--- config.mk ---
export PLATFORM = sky130hd
export DESIGN_NAME = mul_div_unit
export DESIGN_NICKNAME = d
export VERILOG_FILES = /design/src/rtl/mul_div_unit.sv
export SDC_FILE = /design/constraint.sdc
export NUM_CORES = 1
export LEC_CHECK = 0
export BUFFER_PORTS_ARGS = -buffer_cell sky130_fd_sc_hd__buf_2
export CAP_MARGIN = 20
export CELL_PAD_IN_SITES_DETAIL_PLACEMENT = 0
export CELL_PAD_IN_SITES_GLOBAL_PLACEMENT = 1
export CORE_MARGIN = 3
export CORE_UTILIZATION = 30
export DETAILED_ROUTE_END_ITERATION = 12
export PLACE_DENSITY_LB_ADDON = 0.2
export SYNTH_ARGS = -nofsm -noshare
export SYNTH_HDL_FRONTEND = slang
export SYNTH_SLANG_ARGS = --single-unit
--- constraint.sdc ---
create_clock -name clk -period 3.6 [get_ports clk]
set_input_delay 0.18 -clock clk [delete_from_list [all_inputs] [get_ports clk]]
set_output_delay 0.18 -clock clk [all_outputs]
set_load 0.01 [all_outputs]
--- src/rtl/mul_div_unit.sv ---
`default_nettype none
// ============================================================================
//  Module      : mul_div_unit
//  Description : Iterative multiply/divide unit for the execute stage of the
//                16-bit MIPS-style core. It computes MULT/MULTU/DIV/DIVU into
//                internal HI/LO registers. One radix-2 step is done per clock.
//                Multiply uses shift-add. Divide uses restoring shift-subtract.
//                Signed operations run on magnitudes, and the signs are fixed
//                up in a final cycle.
//
//  Ports       : clk, rst   - clock, synchronous active-high reset
//                start      - request pulse, sampled only while idle
//                op         - 00 MULT, 01 MULTU, 10 DIV, 11 DIVU
//                op_a, op_b - multiplicand/dividend, multiplier/divisor
//                flush      - abort an in-flight operation
//                hi_we/lo_we/wdata - MTHI/MTLO write port (idle only)
//                busy       - operation in flight, pipeline must stall
//                done       - one-cycle pulse when HI/LO are updated
//                div_zero   - last completed divide had a zero divisor
//                hi_out/lo_out - HI and LO registers
//
//  Revision    : 1.0 - initial release
// ============================================================================
module mul_div_unit #(
    parameter int WIDTH = 16,
    parameter int ITER  = 16
) (
    input  logic             clk,
    input  logic             rst,
    input  logic             start,
    input  logic [1:0]       op,
    input  logic [WIDTH-1:0] op_a,
    input  logic [WIDTH-1:0] op_b,
    input  logic             flush,
    input  logic             hi_we,
    input  logic             lo_we,
    input  logic [WIDTH-1:0] wdata,
    output logic             busy,
    output logic             done,
    output logic             div_zero,
    output logic [WIDTH-1:0] hi_out,
    output logic [WIDTH-1:0] lo_out
);

    localparam int unsigned c_CNT_W = (ITER > 1) ? $clog2(ITER) : 1;
    localparam logic [c_CNT_W-1:0] c_LAST = c_CNT_W'(ITER - 1);

    typedef enum logic [1:0] {
        S_IDLE = 2'd0,
        S_CALC = 2'd1,
        S_FIX  = 2'd2
    } state_t;

    state_t r_state;
    state_t w_state_next;
    logic   w_busy;

    // ------------------------------------------------------------------
    // Operation context captured at the accepting edge.
    // ------------------------------------------------------------------
    logic               r_op_div;   // 1: divide, 0: multiply
    logic               r_q_neg;    // product / quotient must be negated
    logic               r_r_neg;    // remainder must be negated (dividend sign)
    logic               r_b_zero;   // divisor was zero
    logic [WIDTH-1:0]   r_a_raw;    // untouched dividend, returned on /0
    logic [WIDTH-1:0]   r_opnd;     // |multiplicand| or |divisor|
    logic [WIDTH-1:0]   r_acc_hi;   // partial product high / partial remainder
    logic [WIDTH-1:0]   r_acc_lo;   // multiplier bits / dividend-quotient bits
    logic [c_CNT_W-1:0] r_cnt;

    logic [WIDTH-1:0]   r_hi;
    logic [WIDTH-1:0]   r_lo;
    logic               r_done;
    logic               r_div_zero;

    // ------------------------------------------------------------------
    // Operand preparation. The signed ops are the even opcodes.
    // ------------------------------------------------------------------
    logic             w_signed;
    logic             w_a_neg;
    logic             w_b_neg;
    logic [WIDTH-1:0] w_abs_a;
    logic [WIDTH-1:0] w_abs_b;
    logic             w_accept;

    assign w_signed = ~op[0];
    assign w_a_neg  = w_signed & op_a[WIDTH-1];
    assign w_b_neg  = w_signed & op_b[WIDTH-1];
    // The most negative value maps to itself. Read as unsigned, that is the
    // correct magnitude.
    assign w_abs_a  = w_a_neg ? (~op_a + 1'b1) : op_a;
    assign w_abs_b  = w_b_neg ? (~op_b + 1'b1) : op_b;

    // Flush beats start in the idle cycle.
    assign w_accept = (r_state == S_IDLE) && start && !flush;

    // ------------------------------------------------------------------
    // Iteration datapath.
    // ------------------------------------------------------------------
    // Multiply step: conditionally add the multiplicand into the high half,
    // then shift the whole {carry, hi, lo} right by one.
    logic [WIDTH:0] w_add;
    assign w_add = {1'b0, r_acc_hi} + (r_acc_lo[0] ? {1'b0, r_opnd} : '0);

    // Divide step: shift the next dividend bit into the partial remainder and
    // try to subtract the divisor. The partial remainder is always below the
    // divisor, so the shifted value fits in WIDTH+1 bits. When the subtraction
    // succeeds, the difference fits in WIDTH bits, so modular low bits are
    // enough.
    logic [WIDTH:0]   w_shift;
    logic             w_ge;
    logic [WIDTH-1:0] w_sub;
    assign w_shift = {r_acc_hi, r_acc_lo[WIDTH-1]};
    assign w_ge    = (w_shift >= {1'b0, r_opnd});
    assign w_sub   = w_shift[WIDTH-1:0] - r_opnd;

    // ------------------------------------------------------------------
    // Sign fix-up of the raw magnitude results.
    // ------------------------------------------------------------------
    logic [2*WIDTH-1:0] w_prod;
    logic [2*WIDTH-1:0] w_prod_fix;
    logic [WIDTH-1:0]   w_quo_fix;
    logic [WIDTH-1:0]   w_rem_fix;

    assign w_prod     = {r_acc_hi, r_acc_lo};
    assign w_prod_fix = r_q_neg ? (~w_prod + 1'b1) : w_prod;
    // The signed 0x8000 / -1 case wraps to 0x8000 by construction.
    assign w_quo_fix  = r_q_neg ? (~r_acc_lo + 1'b1) : r_acc_lo;
    assign w_rem_fix  = r_r_neg ? (~r_acc_hi + 1'b1) : r_acc_hi;

    // ------------------------------------------------------------------
    // FSM: state register.
    // ------------------------------------------------------------------
    always_ff @(posedge clk) begin
        if (rst) begin
            r_state <= S_IDLE;
        end else begin
            r_state <= w_state_next;
        end
    end

    // ------------------------------------------------------------------
    // FSM: next state and busy.
    // ------------------------------------------------------------------
    always_comb begin
        w_state_next = r_state;
        w_busy       = 1'b0;
        case (r_state)
            S_IDLE: begin
                if (w_accept) begin
                    w_state_next = S_CALC;
                end
            end
            S_CALC: begin
                w_busy = 1'b1;
                if (flush) begin
                    w_state_next = S_IDLE;
                end else if (r_cnt == c_LAST) begin
                    w_state_next = S_FIX;
                end
            end
            S_FIX: begin
                w_busy       = 1'b1;
                w_state_next = S_IDLE;
            end
            default: begin
                w_state_next = S_IDLE;
            end
        endcase
    end

    // ------------------------------------------------------------------
    // Datapath and architectural registers.
    // ------------------------------------------------------------------
    always_ff @(posedge clk) begin
        if (rst) begin
            r_op_div   <= 1'b0;
            r_q_neg    <= 1'b0;
            r_r_neg    <= 1'b0;
            r_b_zero   <= 1'b0;
            r_a_raw    <= '0;
            r_opnd     <= '0;
            r_acc_hi   <= '0;
            r_acc_lo   <= '0;
            r_cnt      <= '0;
            r_hi       <= '0;
            r_lo       <= '0;
            r_done     <= 1'b0;
            r_div_zero <= 1'b0;
        end else begin
            r_done <= 1'b0;
            case (r_state)
                S_IDLE: begin
                    if (w_accept) begin
                        r_op_div <= op[1];
                        r_q_neg  <= w_a_neg ^ w_b_neg;
                        r_r_neg  <= w_a_neg;
                        r_b_zero <= (op_b == '0);
                        r_a_raw  <= op_a;
                        r_cnt    <= '0;
                        r_acc_hi <= '0;
                        // A multiply walks through the multiplier bits.
                        // A divide walks through the dividend bits.
                        r_opnd   <= op[1] ? w_abs_b : w_abs_a;
                        r_acc_lo <= op[1] ? w_abs_a : w_abs_b;
                    end else if (!start) begin
                        // An MTHI/MTLO that comes with start is dropped.
                        if (hi_we) begin
                            r_hi <= wdata;
                        end
                        if (lo_we) begin
                            r_lo <= wdata;
                        end
                    end
                end
                S_CALC: begin
                    if (!flush) begin
                        r_cnt <= r_cnt + 1'b1;
                        if (r_op_div) begin
                            r_acc_hi <= w_ge ? w_sub : w_shift[WIDTH-1:0];
                            r_acc_lo <= {r_acc_lo[WIDTH-2:0], w_ge};
                        end else begin
                            r_acc_hi <= w_add[WIDTH:1];
                            r_acc_lo <= {w_add[0], r_acc_lo[WIDTH-1:1]};
                        end
                    end
                end
                S_FIX: begin
                    if (!flush) begin
                        r_done <= 1'b1;
                        if (r_op_div && r_b_zero) begin
                            r_lo       <= '1;
                            r_hi       <= r_a_raw;
                            r_div_zero <= 1'b1;
                        end else if (r_op_div) begin
                            r_lo       <= w_quo_fix;
                            r_hi       <= w_rem_fix;
                            r_div_zero <= 1'b0;
                        end else begin
                            r_lo       <= w_prod_fix[WIDTH-1:0];
                            r_hi       <= w_prod_fix[2*WIDTH-1:WIDTH];
                            r_div_zero <= 1'b0;
                        end
                    end
                end
                default: begin
                    r_cnt <= '0;
                end
            endcase
        end
    end

    assign busy     = w_busy;
    assign done     = r_done;
    assign div_zero = r_div_zero;
    assign hi_out   = r_hi;
    assign lo_out   = r_lo;

endmodule
`default_nettype wire

==> Word-level counts from Yosys, hierarchy flattened <==
Cells that the tools add are included.
{ "op_classes": {"addsub": 8, "magnitude_cmp": 1, "eq_ne": 11, "n_mux": 41, "n_bitwise": 11, "reduce_logical": 17} }
{ "ops": {"columns": ["operator", "n"], "rows": [
  ["$mux W16", 26],
  ["$pmux W16 S2", 4],
  ["$add A16 B1 Y16 const B", 4],
  ["$not A16 Y16", 4],
  ["$add A32 B1 Y32 const B", 1],
  ["$mux W32", 1],
  ["$not A32 Y32", 1],
  ["$add A16 B16 Y17", 1],
  ["$ge A17 B16 Y1", 1],
  ["$logic_not A16 Y1", 1],
  ["$sub A16 B16 Y16", 1],
  ["$ne A2 B2 Y1 const B", 7],
  ["$pmux W4 S3", 1],
  ["$reduce_and A5 Y1", 2],
  ["$mux W4", 2],
  ["$mux W2", 3],
  ["$reduce_and A2 Y1", 3],
  ["$reduce_and A3 Y1", 2],
  ["$add A4 B1 Y4 const B", 1],
  ["$eq A4 B4 Y1 const B", 1],
  ["$pmux W2 S2", 1],
  ["$reduce_bool A2 Y1", 2],
  ["$reduce_or A2 Y1", 2],
  ["$logic_and A1 B1 Y1", 3],
  ["other kinds (9)", 14]
]} }
{ "totals": {"regBits": 108, "input_bits": 56, "out_inout_bits": 35, "wordCells": 103} }

==> Depth between registers and ports, before layout <==
Gate-level depths: netlist (run 1).
{ "depth": {"ltp_word": 7, "mapped_depth": 13, "depth_no_buf": 12} }

==> Worst setup path after synthesis (run 1) <==
OpenSTA, ideal clock, no wires.
{ "synth_timing": {"path_type": "reg-to-reg", "start": "register r_acc_lo[0]", "end": "register r_acc_hi[11]", "setup_time_ns": 0.128, "arrival_ns": 2.470, "t_required_ns": 3.472, "setup_slack_ns": 1.002, "stages_incl_launch_ff": 14, "n_path_buf": 2, "path_cell_list": "dfxtp_1 > clkbuf_1 > inv_1 > buf_1 > nor2_1 > ha_1 > nand4_1 > a211oi_1 > o41ai_1 > and2_1 > o21ai_0 > xor2_1 > a22oi_1 > o21ai_0"} }
{ "synth_between": {"elab_chain_cells": 5} }
{ "synth_lines": {"columns": ["element", "line_no", "rtl"], "rows": [
  ["from (decl)", "68", "logic [WIDTH-1:0] r_acc_lo;"],
  ["from (signal assigned)", "205", "r_acc_lo <= op[1] ? w_abs_a : w_abs_b;"],
  ["from (signal assigned)", "221", "r_acc_lo <= {r_acc_lo[WIDTH-2:0], w_ge};"],
  ["from (signal assigned)", "224", "r_acc_lo <= {w_add[0], r_acc_lo[WIDTH-1:1]};"],
  ["$mux W16", "103", "assign w_add = {1'b0, r_acc_hi} + (r_acc_lo[0] ? {1'b0, r_opnd} : '0);"],
  ["$add A16 B16 Y17", "103", null],
  ["$mux W16", "219", "if (r_op_div) begin"],
  ["$mux W16", "217", "if (!flush) begin"],
  ["$pmux W16 S2", "192", "case (r_state)"],
  ["to (signal assigned)", "220", "r_acc_hi <= w_ge ? w_sub : w_shift[WIDTH-1:0];"],
  ["to (signal assigned)", "223", "r_acc_hi <= w_add[WIDTH:1];"],
  ["to (decl)", "67", "logic [WIDTH-1:0] r_acc_hi;"]
]} }
Every way passes these cells. The select of a mux whose other input is x is not followed.
A chain may end at the register's enable or synchronous reset.

==> Worst setup path after layout (run 1) <==
Same ends and word-level chain as after synthesis.

==> qor.csv, run 1 <==
stage,metric,value,unit
run_status,status,finished clean,
placement,final weighted congestion in routability-driven placement,0.899,
global_route,vias in the first global route,7577,
worst_setup_path,master of the slowest instance on the critical path,sky130_fd_sc_hd__o41ai_1,
floorplanning,Ports,91,
worst_setup_path,reg-to-reg critical path startpoint,r_acc_lo[0],
global_route,first-pass GRT wire length,45600,um
synth,number of standard cells after synthesis,1111,
synth,synth warn,0,
synth,Yosys reg bits,108,
hold_path,classification of the worst-slack hold path,in -> reg,
worst_setup_path,WS Path Type,reg -> reg,
cts,buffer depth of the longest clock path,2,
synth,share of flip-flops with an asynchronous set or reset after synthesis,0,
hold_path,destination of the worst hold path,r_a_raw[5],
hold_path,Hold Crit Start,op_a[5],
sta,slew margin rel.,0.526,
sta,slew at the pin with the worst max-slew slack,0.705,ns
worst_setup_path,data required time at the worst endpoint,3.84,ns
layout,"top library cells by usage in the layout, fill and taps aside","145 x sky130_fd_sc_hd__nand2_1, 130 x sky130_fd_sc_hd__a21oi_1, 126 x sky130_fd_sc_hd__nor2_1, 108 x sky130_fd_sc_hd__dfxtp_1, 89 x sky130_fd_sc_hd__buf_2",
floorplanning,site row count,59,
floorplanning,Initial Utilization,0.308,
synth,syn avg cell area,7.27,um^2
worst_setup_path,number of buffer and inverter instances along the worst setup path,1,
synth,Yosys cell types,66,
global_route,Most Crowded Layer GR,met2,
cts,cts repair resizes,0,
drt,number of nets still failing antenna checks after routing,0,
worst_setup_path,slack of the worst reg-to-reg path,0.48,ns
cts,level count of the clock H-tree,3,
cts,root buffer cell,sky130_fd_sc_hd__clkbuf_16,
worst_setup_path,Worst R2R Path Depth,11,
cts,clk sink count,108,
placement,DP Wirelength,23100,um
cts,Post-CTS Hold Fix Bufs,0,
layout,"most common cell after layout, fill and taps aside",sky130_fd_sc_hd__nand2_1,
cts,clock insertion delay at the later pin of the skew report,0.37,ns
sta,shortest period the worst path allows,3.12,ns
sta,setup_tns,0,ns
global_route,initial antenna violation count,0,
sta,Fin Clk Skew,0.0119,ns
drt,total wirelength of the detailed-routed design,29600,um
worst_setup_path,reg2reg end,r_acc_hi[11],
drt,Wirelength per Cell,19.7,um
sta,setup repair after global routing missed its margin,no,
worst_setup_path,kind of start point of the critical path,register,
synth,number of nets produced by synthesis,1209,
layout,Final Cell Area,9150,um^2
layout,synthesis-to-finish area growth,13.2,%
worst_setup_path,"critical path, cell by cell",inv_1 > nor2_1 > ha_1 > a21oi_1 > o22ai_1 > o41ai_1 > and2_1 > o21ai_0 > xor2_1 > a22oi_1 > o21ai_0,
global_route,global routing usage on met3,0.0249,
floorplanning,full die area,28900,um^2
cts,CTS clock-pin slew for the worst setup and hold paths,0.09,ns
layout,number of nets in the layout,1260,
worst_setup_path,critical path's largest stage delay,0.52,ns
global_route,maximum number of pins on one net before global-route repair,54,
global_route,total track usage,0.202,
floorplanning,die width,170,um
floorplanning,Core Area,26300,um^2
sta,count of endpoints failing hold in the final timing report,0,
worst_setup_path,kind of cell adding the most delay to the critical path,compound AO/OA/AOI/OAI gates,
layout,layout cells sized above 1,0.129,
synth,total standard cell area after synthesis,8080,um^2
hold_path,cell depth of the worst hold path,3,
drt,count of TritonRoute iterations in the first routing pass,7,
drt,drt via density,5.38,
placement,Placed Area,8840,um^2
synth,most frequently used flop master after synthesis,sky130_fd_sc_hd__dfxtp_1,
sta,fraction of the cycle the final worst path needs,0.866,
worst_setup_path,data arrival time at the worst-slack endpoint,3.35,ns
cts,total clock buffers created by CTS,9,
cts,count of buffers added by post-CTS timing repair for setup,0,
worst_setup_path,CP Max Fanout,15,
pwr,cell leakage power,3.70,nW
flow_run,Max Cap Violations,0,
global_route,global routing usage on met2,0.306,
global_route,global-route congestion overflow total,0,
sta,max-slew violations,0,
floorplanning,Die Y-Extent,170,um
drt,vias after detailed routing,8074,
pwr,Worst IR Drop VDD,0.247,mV
synth,number of enable-type register cells in the synthesized netlist,0,
sta,peak clock frequency supported by timing,321,MHz
global_route,met1 usage,0.304,
synth,portion of the post-synthesis area used by sequential elements,0.268,
drt,First DRT Iteration DRCs,566,
worst_setup_path,Most common cell on crit path,sky130_fd_sc_hd__o21ai_0,
drt,DRC violations left,0,
placement,port bufs,90,
worst_setup_path,endpoint type of the worst setup path,register,
pwr,cell area power density,437,nW/um^2
sta,Setup-failing EPs final,0,
layout,diode count,0,
cts,CTS tree,built,
==> sequential cells by signal, indices dropped and copies added (netlist names) <==
name      cells
hi_out       16
lo_out       16
r_a_raw      16
r_acc_hi     16
r_acc_lo     16
r_opnd       16
r_cnt         4
r_state       2
div_zero      1
done          1
r_b_zero      1
r_op_div      1
r_q_neg       1
r_r_neg       1
==> through the flow <==
| step | std cells | util | setup slack [ns] | hold WS (ns) | power (mW) |
|---|---|---|---|---|---|
| 2_1_floorplan | 1111 | - | 1.00 | 0.316 | 2.48 |
| 3_3_place_gp | 1486 | 0.336 | 0.598 | 0.440 | 2.98 |
| 3_5_place_dp | 1486 | 0.336 | 0.566 | 0.446 | 2.97 |
| 4_1_cts | 1502 | 0.348 | 0.528 | 0.0806 | 4.03 |
| 5_1_grt | 1502 | 0.348 | 0.267 | 0.0923 | 4.26 |
| 6_report | 1502 | 0.348 | 0.482 | 0.0917 | 4.00 |
==> power by group <==
group	internal (mW)	total (mW)	switching, mW
registers	1.34	1.46	0.126
logic	0.555	1.48	0.923
clock network	0.511	1.05	0.543
==> cells by family (layout without fill, tap and decap cells) <==
kind of cell / after synthesis / after routing / share of synthesized area
xor+xnor: 77 / 77 / 0.0834
buf+inv: 119 / 175 / 0.0564
mux: 34 / 34 / 0.0438
compound gates: 346 / 346 / 0.269
flops: 108 / 108 / 0.268
fa+ha+maj: 42 / 42 / 0.0669
simple gates: 385 / 385 / 0.213
==> cells in the mapped netlist (7+ instances only) <==
library cell                 n  share of area
sky130_fd_sc_hd__nor2b_1    14          0.011
sky130_fd_sc_hd__or3_1       7         0.0054
sky130_fd_sc_hd__a21o_1      9         0.0084
sky130_fd_sc_hd__nand3_1    14         0.0087
sky130_fd_sc_hd__a31oi_1    14          0.011
sky130_fd_sc_hd__xor2_1     28          0.030
sky130_fd_sc_hd__nor3_1     24          0.015
sky130_fd_sc_hd__ha_1       40          0.062
sky130_fd_sc_hd__a211oi_1   30          0.028
sky130_fd_sc_hd__clkbuf_1   64          0.030
sky130_fd_sc_hd__mux2_2     11          0.015
sky130_fd_sc_hd__o21ai_0    57          0.035
sky130_fd_sc_hd__nor2_1    126          0.059
sky130_fd_sc_hd__and2_1      8         0.0062
sky130_fd_sc_hd__mux2i_1    23          0.028
sky130_fd_sc_hd__dfxtp_1   108           0.27
sky130_fd_sc_hd__nand2_1   145          0.067
sky130_fd_sc_hd__a22oi_1    11          0.010
sky130_fd_sc_hd__o31ai_1     8         0.0074
sky130_fd_sc_hd__nor4_1      7         0.0054
sky130_fd_sc_hd__a21oi_1   130          0.081
sky130_fd_sc_hd__inv_1      48          0.022
sky130_fd_sc_hd__o211ai_1   20          0.019
sky130_fd_sc_hd__o221ai_1   11          0.012
sky130_fd_sc_hd__nand2b_1   15          0.012
sky130_fd_sc_hd__a311oi_1    7         0.0076
sky130_fd_sc_hd__xnor2_1    49          0.053
==> worst reg2reg max path: stages, from the launching register on <==
cell and delay (ns):
sky130_fd_sc_hd__dfxtp_1 0.40, sky130_fd_sc_hd__inv_1 0.48, sky130_fd_sc_hd__nor2_1 0.13, sky130_fd_sc_hd__ha_1 0.34
sky130_fd_sc_hd__a21oi_1 0.23, sky130_fd_sc_hd__o22ai_1 0.12, sky130_fd_sc_hd__o41ai_1 0.52, sky130_fd_sc_hd__and2_1 0.24
sky130_fd_sc_hd__o21ai_0 0.11, sky130_fd_sc_hd__xor2_1 0.15, sky130_fd_sc_hd__a22oi_1 0.16, sky130_fd_sc_hd__o21ai_0 0.10
==> how the worst max path moves through the flow <==
stage / startpoint / to / slack, ns / depth (start not counted)
after global placement: r_acc_lo[0] / r_acc_hi[11] / 0.60 / 11
after detailed placement: r_acc_lo[0] / r_acc_hi[11] / 0.57 / 11
final: r_acc_lo[0] / r_acc_hi[11] / 0.48 / 11
after CTS: r_acc_lo[0] / r_acc_hi[11] / 0.53 / 11
after global routing: r_acc_lo[0] / r_acc_hi[14] / 0.27 / 10
after floorplan: r_acc_lo[0] / r_acc_hi[11] / 1.00 / 13
==> metal layers <==
layer,vias to the layer above,wire [um],part of all wire
met5,-,0,0
met4,0,537,0.018
met3,25,1370,0.046
met2,208,12700,0.43
met1,3782,14900,0.50
li1,4059,-,-
==> layout make-up <==
class                      instances  area [um^2]
clock buffer                      10          239
clock inverter                     6         68.8
fill                            2880        17100
inverter                          49          184
multi-input combinational        884         5470
sequential                       108         2160
tap                              335          419
timing repair buffer             110          603
(Power assumes the default switching activity.)
==> run 2: changes to the inputs <==
--- a/config.mk
+++ b/config.mk
@@ -9,7 +9,7 @@
 export CAP_MARGIN = 20
 export CELL_PAD_IN_SITES_DETAIL_PLACEMENT = 0
 export CELL_PAD_IN_SITES_GLOBAL_PLACEMENT = 1
-export CORE_MARGIN = 3
+export CORE_MARGIN = 10
 export CORE_UTILIZATION = 30
 export DETAILED_ROUTE_END_ITERATION = 12
 export PLACE_DENSITY_LB_ADDON = 0.2
==> qor.csv, run 2 (synthesized netlist as in run 1, its figures left out) <==
stage,metric,value,unit
pwr,cell area power density,439,nW/um^2
worst_setup_path,slack of the worst reg-to-reg path,0.54,ns
cts,clk sink count,108,
drt,Wirelength per Cell,20.4,um
drt,First DRT Iteration DRCs,671,
drt,total wirelength of the detailed-routed design,30900,um
sta,setup repair after global routing missed its margin,no,
layout,number of nets in the layout,1264,
worst_setup_path,CP Max Fanout,15,
sta,max-slew violations,0,
sta,slew at the pin with the worst max-slew slack,0.906,ns
worst_setup_path,CP endpoint,r_acc_hi[11],
cts,CTS clock-pin slew for the worst setup and hold paths,0.09,ns
worst_setup_path,WS Path Type,reg -> reg,
layout,Filler Cell Count,2937,
floorplanning,full die area,33900,um^2
cts,clock insertion delay at the later pin of the skew report,0.37,ns
global_route,global routing usage on met3,0.0301,
placement,port bufs,90,
pwr,cell leakage power,3.72,nW
cts,total clock buffers created by CTS,9,
run_status,status,finished clean,
floorplanning,Core Area,26700,um^2
layout,"Cell Count, Final, Fillers Out",1512,
worst_setup_path,data required time at the worst endpoint,3.84,ns
drt,number of nets still failing antenna checks after routing,0,
global_route,Most Crowded Layer GR,met2,
cts,root buffer cell,sky130_fd_sc_hd__clkbuf_16,
global_route,vias in the first global route,7868,
cts,buffer depth of the longest clock path,2,
global_route,initial antenna violation count,0,
worst_setup_path,Worst R2R Path Depth,11,
pwr,Worst IR Drop VDD,0.191,mV
pwr,clock network fraction of design power,0.261,
hold_path,classification of the worst-slack hold path,in -> reg,
cts,cts repair resizes,0,
layout,sequential cell area,2160,um^2
cts,count of buffers added by post-CTS timing repair for setup,0,
sta,fraction of the cycle the final worst path needs,0.850,
cts,CTS tree,built,
worst_setup_path,kind of start point of the critical path,register,
layout,diode count,0,
placement,final weighted congestion in routability-driven placement,0.893,
cts,level count of the clock H-tree,3,
global_route,maximum number of pins on one net before global-route repair,58,
sta,slew margin rel.,0.394,
drt,vias after detailed routing,8111,
layout,synthesis-to-finish area growth,13.6,%
floorplanning,die width,184,um
global_route,first-pass GRT wire length,47500,um
pwr,cell-internal power,2.38,mW
flow_run,Max Cap Violations,0,
sta,peak clock frequency supported by timing,327,MHz
worst_setup_path,reg2reg end,r_acc_hi[11],
layout,"top library cells by usage in the layout, fill and taps aside","145 x sky130_fd_sc_hd__nand2_1, 130 x sky130_fd_sc_hd__a21oi_1, 126 x sky130_fd_sc_hd__nor2_1, 108 x sky130_fd_sc_hd__dfxtp_1, 89 x sky130_fd_sc_hd__buf_2",
global_route,total track usage,0.179,
layout,layout cells sized above 1,0.132,
layout,area of the multi-input gates,5470,um^2
global_route,met1 usage,0.260,
sta,count of endpoints failing hold in the final timing report,0,
pwr,P_sw,1.65,mW
floorplanning,Die Y-Extent,184,um
global_route,global-route congestion overflow total,0,
layout,"most common cell after layout, fill and taps aside",sky130_fd_sc_hd__nand2_1,
floorplanning,Ports,91,
worst_setup_path,reg-to-reg critical path startpoint,r_acc_lo[0],
pwr,portion of total power attributed to sequential cells,0.364,
placement,DP Wirelength,24100,um
sta,Setup-failing EPs final,0,
worst_setup_path,CP startpoint,r_acc_lo[0],
worst_setup_path,endpoint type of the worst setup path,register,
sta,Fin Clk Skew,0.0133,ns
pwr,Sw Share,0.409,
floorplanning,Initial Utilization,0.302,
pwr,Design Power,4.03,mW
worst_setup_path,data arrival time at the worst-slack endpoint,3.30,ns
sta,setup_tns,0,ns
placement,post-placement cell count,1496,
sta,shortest period the worst path allows,3.06,ns
drt,count of TritonRoute iterations in the first routing pass,5,
cts,Post-CTS Hold Fix Bufs,0,
floorplanning,site row count,60,
drt,drt via density,5.36,
drt,DRC violations left,0,
global_route,global routing usage on met2,0.269,
pwr,proportion of power drawn by combinational gates,0.375,
==> run 2: how the worst min path moves through the flow <==
stage,depth (start not counted),end,start
floorplan,2,r_a_raw[8],op_a[8]
global placement,2,lo_out[5],lo_out[5]
detailed placement,2,r_opnd[8],r_opnd[8]
CTS,3,r_a_raw[1],op_a[1]
global route,3,r_a_raw[1],op_a[1]
finish,3,r_a_raw[1],op_a[1]
==> run 2: cell type report <==
type / count / share of cell area
well taps: 341 / 0.0465
clock buffers: 9 / 0.0245
multi-input cells: 884 / 0.596
flip-flops and latches: 108 / 0.236
inverters: 49 / 0.0200
repair buffers: 114 / 0.0690
clock inverters: 7 / 0.00872
==> run 2: metal layers <==
layer | routed length [um] | vias to the layer above
li1 | - | 4057
met1 | 15600 | 3816
met2 | 13300 | 219
met3 | 1700 | 19
met4 | 350 | 0
met5 | 0 | -
==> run 2: per-stage QoR <==
step           instance area [um^2]  hold slack (ns)  worst slack (ns)   util
2_1_floorplan                  8080            0.316              1.00      -
3_3_place_gp                   8870            0.440             0.643  0.332
4_1_cts                        9180           0.0605             0.529  0.343
5_1_grt                        9180           0.0727             0.204  0.343
3_5_place_dp                   8870            0.445             0.547  0.332
6_report                       9180           0.0658             0.541  0.343
==> run 2: power groups by stage <==
stage | clock network, mW | logic [mW] | registers (mW)
3_3_place_gp | 0 | 1.52 | 1.48
2_1_floorplan | 0 | 1.00 | 1.48
4_1_cts | 1.08 | 1.52 | 1.46
3_5_place_dp | 0 | 1.51 | 1.49
5_1_grt | 1.13 | 1.67 | 1.48
6_report | 1.05 | 1.51 | 1.47
==> run 2: worst max-delay path: stages, from the launching register on <==
cell and delay (ns):
sky130_fd_sc_hd__dfxtp_1 0.56, sky130_fd_sc_hd__inv_1 0.35, sky130_fd_sc_hd__nor2_1 0.19, sky130_fd_sc_hd__ha_1 0.27
sky130_fd_sc_hd__a21oi_1 0.25, sky130_fd_sc_hd__o22ai_1 0.13, sky130_fd_sc_hd__o41ai_1 0.43, sky130_fd_sc_hd__and2_1 0.22
sky130_fd_sc_hd__o21ai_0 0.12, sky130_fd_sc_hd__xor2_1 0.16, sky130_fd_sc_hd__a22oi_1 0.16, sky130_fd_sc_hd__o21ai_0 0.10
==> run 3: changes to the inputs <==
==> constraint.sdc (replaced) <==
create_clock -name clk -period 2.6 [get_ports clk]
set_input_delay 0.13 -clock clk [delete_from_list [all_inputs] [get_ports clk]]
set_output_delay 0.13 -clock clk [all_outputs]
set_load 0.01 [all_outputs]
==> qor.csv, run 3 (synthesized netlist as in run 1, its figures left out) <==
stage,metric,value,unit
cts,clock insertion delay at the later pin of the skew report,0.37,ns
layout,"Cell Count, Final, Fillers Out",1583,
cts,root buffer cell,sky130_fd_sc_hd__clkbuf_16,
floorplanning,die width,184,um
drt,DRC violations left,0,
worst_setup_path,CP startpoint,r_acc_lo[10],
cts,CTS clock-pin slew for the worst setup and hold paths,0.09,ns
layout,number of nets in the layout,1335,
hold_path,classification of the worst-slack hold path,in -> reg,
layout,layout cells sized above 1,0.212,
sta,setup repair after global routing missed its margin,yes,
pwr,cell area power density,580,nW/um^2
drt,vias after detailed routing,8340,
drt,count of TritonRoute iterations in the first routing pass,5,
sta,peak clock frequency supported by timing,400,MHz
worst_setup_path,endpoint type of the worst setup path,register,
layout,diode count,0,
layout,"most common cell after layout, fill and taps aside",sky130_fd_sc_hd__nand2_1,
floorplanning,Initial Utilization,0.302,
sta,count of endpoints failing hold in the final timing report,0,
worst_setup_path,data required time at the worst endpoint,2.91,ns
placement,Placed Area,9430,um^2
drt,number of nets still failing antenna checks after routing,0,
floorplanning,Ports,91,
layout,final design utilization,0.372,
flow_run,Max Cap Violations,0,
drt,total wirelength of the detailed-routed design,30900,um
sta,shortest period the worst path allows,2.50,ns
global_route,vias in the first global route,8100,
global_route,total track usage,0.181,
global_route,global-route congestion overflow total,0,
layout,Final Cell Area,9930,um^2
cts,level count of the clock H-tree,3,
worst_setup_path,slack of the worst reg-to-reg path,0.1,ns
placement,port bufs,90,
floorplanning,site row count,60,
sta,fraction of the cycle the final worst path needs,0.962,
worst_setup_path,Worst R2R Path Depth,8,
placement,post-placement cell count,1566,
sta,slew at the pin with the worst max-slew slack,0.871,ns
layout,Filler Cell Count,2893,
layout,synthesis-to-finish area growth,22.9,%
floorplanning,full die area,33900,um^2
worst_setup_path,reg-to-reg critical path startpoint,r_acc_lo[10],
pwr,cell leakage power,4.14,nW
drt,drt via density,5.27,
drt,Wirelength per Cell,19.5,um
sta,Fin Clk Skew,0.0138,ns
run_status,status,finished clean,
worst_setup_path,data arrival time at the worst-slack endpoint,2.81,ns
sta,slew margin rel.,0.419,
sta,Setup-failing EPs final,0,
floorplanning,Core Area,26700,um^2
cts,CTS tree,built,
cts,total clock buffers created by CTS,9,
drt,First DRT Iteration DRCs,675,
placement,DP Wirelength,24600,um
global_route,maximum number of pins on one net before global-route repair,76,
sta,minimum hold slack,0.0242,ns
cts,buffer depth of the longest clock path,2,
floorplanning,Die Y-Extent,184,um
worst_setup_path,kind of start point of the critical path,register,
global_route,initial antenna violation count,0,
worst_setup_path,CP Max Fanout,7,
worst_setup_path,WS Path Type,reg -> reg,
pwr,Worst IR Drop VDD,0.266,mV
cts,clk sink count,108,
cts,Post-CTS Hold Fix Bufs,0,
sta,max-slew violations,0,
worst_setup_path,CP endpoint,hi_out[4],
global_route,first-pass GRT wire length,47900,um
layout,"top library cells by usage in the layout, fill and taps aside","144 x sky130_fd_sc_hd__nand2_1, 123 x sky130_fd_sc_hd__nor2_1, 122 x sky130_fd_sc_hd__a21oi_1, 106 x sky130_fd_sc_hd__dfxtp_1, 92 x sky130_fd_sc_hd__buf_4",
worst_setup_path,reg2reg end,hi_out[4],
placement,final weighted congestion in routability-driven placement,0.857,
[run 3: changes by cell type in the layout (fill, tap and decap cells not counted), moves of 3 or more]
| cell | change |
|---|---|
| sky130_fd_sc_hd__buf_4 | +67 |
| sky130_fd_sc_hd__a21oi_1 | -8 |
| sky130_fd_sc_hd__a21oi_2 | +8 |
| sky130_fd_sc_hd__o21ai_0 | -7 |
| sky130_fd_sc_hd__o21ai_1 | +5 |
| sky130_fd_sc_hd__ha_1 | -3 |
| sky130_fd_sc_hd__nor2_1 | -3 |
| sky130_fd_sc_hd__nor2_2 | +3 |
[run 3: per-layer routing]
layer | global-route usage | share of wire | wire, um | up-vias
met3 | 0.0215 | 0.046 | 1420 | 16
li1 | - | - | - | 4210
met1 | 0.262 | 0.50 | 15500 | 3922
met5 | 0 | 0 | 0 | -
met2 | 0.280 | 0.44 | 13600 | 192
met4 | 0.0380 | 0.012 | 359 | 0
[run 3: critical path: stages, from the launching register on]
cell	delay, ns
sky130_fd_sc_hd__dfxtp_1	0.32
sky130_fd_sc_hd__or4_4	0.54
sky130_fd_sc_hd__or3_4	0.36
sky130_fd_sc_hd__o21ai_2	0.29
sky130_fd_sc_hd__o21ai_0	0.18
sky130_fd_sc_hd__xnor2_1	0.18
sky130_fd_sc_hd__a211oi_1	0.41
sky130_fd_sc_hd__a21oi_1	0.07
sky130_fd_sc_hd__nor2_1	0.09
[run 3: power by group]
group	leakage, nW	switching [mW]	internal, mW	total [mW]
Combinational	3.11	1.41	0.928	2.34
Clock	0.146	0.743	0.706	1.45
Sequential	0.883	0.128	1.85	1.98
[run 3: worst min-delay path by stage]
stage,from,endpoint,slack [ns],depth (start not counted)
finish,op_a[1],r_a_raw[1],0.02,3
global route,op_a[5],r_a_raw[5],0.05,3
CTS,op_a[1],r_a_raw[1],0.02,3
detailed placement,op_a[1],r_a_raw[1],0.41,3
global placement,op_a[1],r_a_raw[1],0.41,3
floorplan,op_a[8],r_a_raw[8],0.27,2
[run 3: through the flow]
stage | setup TNS (ns) | total power [mW] | setup slack, ns
CTS | -0.00655 | 5.77 | -0.00655
global placement | -0.579 | 4.30 | -0.212
detailed placement | -0.737 | 4.31 | -0.224
global route | -0.0347 | 6.13 | -0.0344
finish | 0 | 5.77 | 0.0988
floorplan | 0 | 3.43 | 0.00181
[run 3: final cells by class]
cell class                      instances  area (um^2)  area share
Clock buffer                           10          239      0.0241
Clock inverter                          6         63.8     0.00642
Inverter                               49          184      0.0185
Multi-Input combinational cell        884         5660       0.570
Sequential cell                       108         2160       0.218
Tap cell                              341          427      0.0429
Timing Repair Buffer                  185         1200       0.121
[run 3: what timing repair did]
action | 4_1_cts | 5_1_grt
endpoints found under the setup margin | 6 | 16
pin swaps | 1 | 15
endpoints found under the hold margin | 0 | 0
setup buffers | 0 | 2
gates resized for setup | 8 | 42
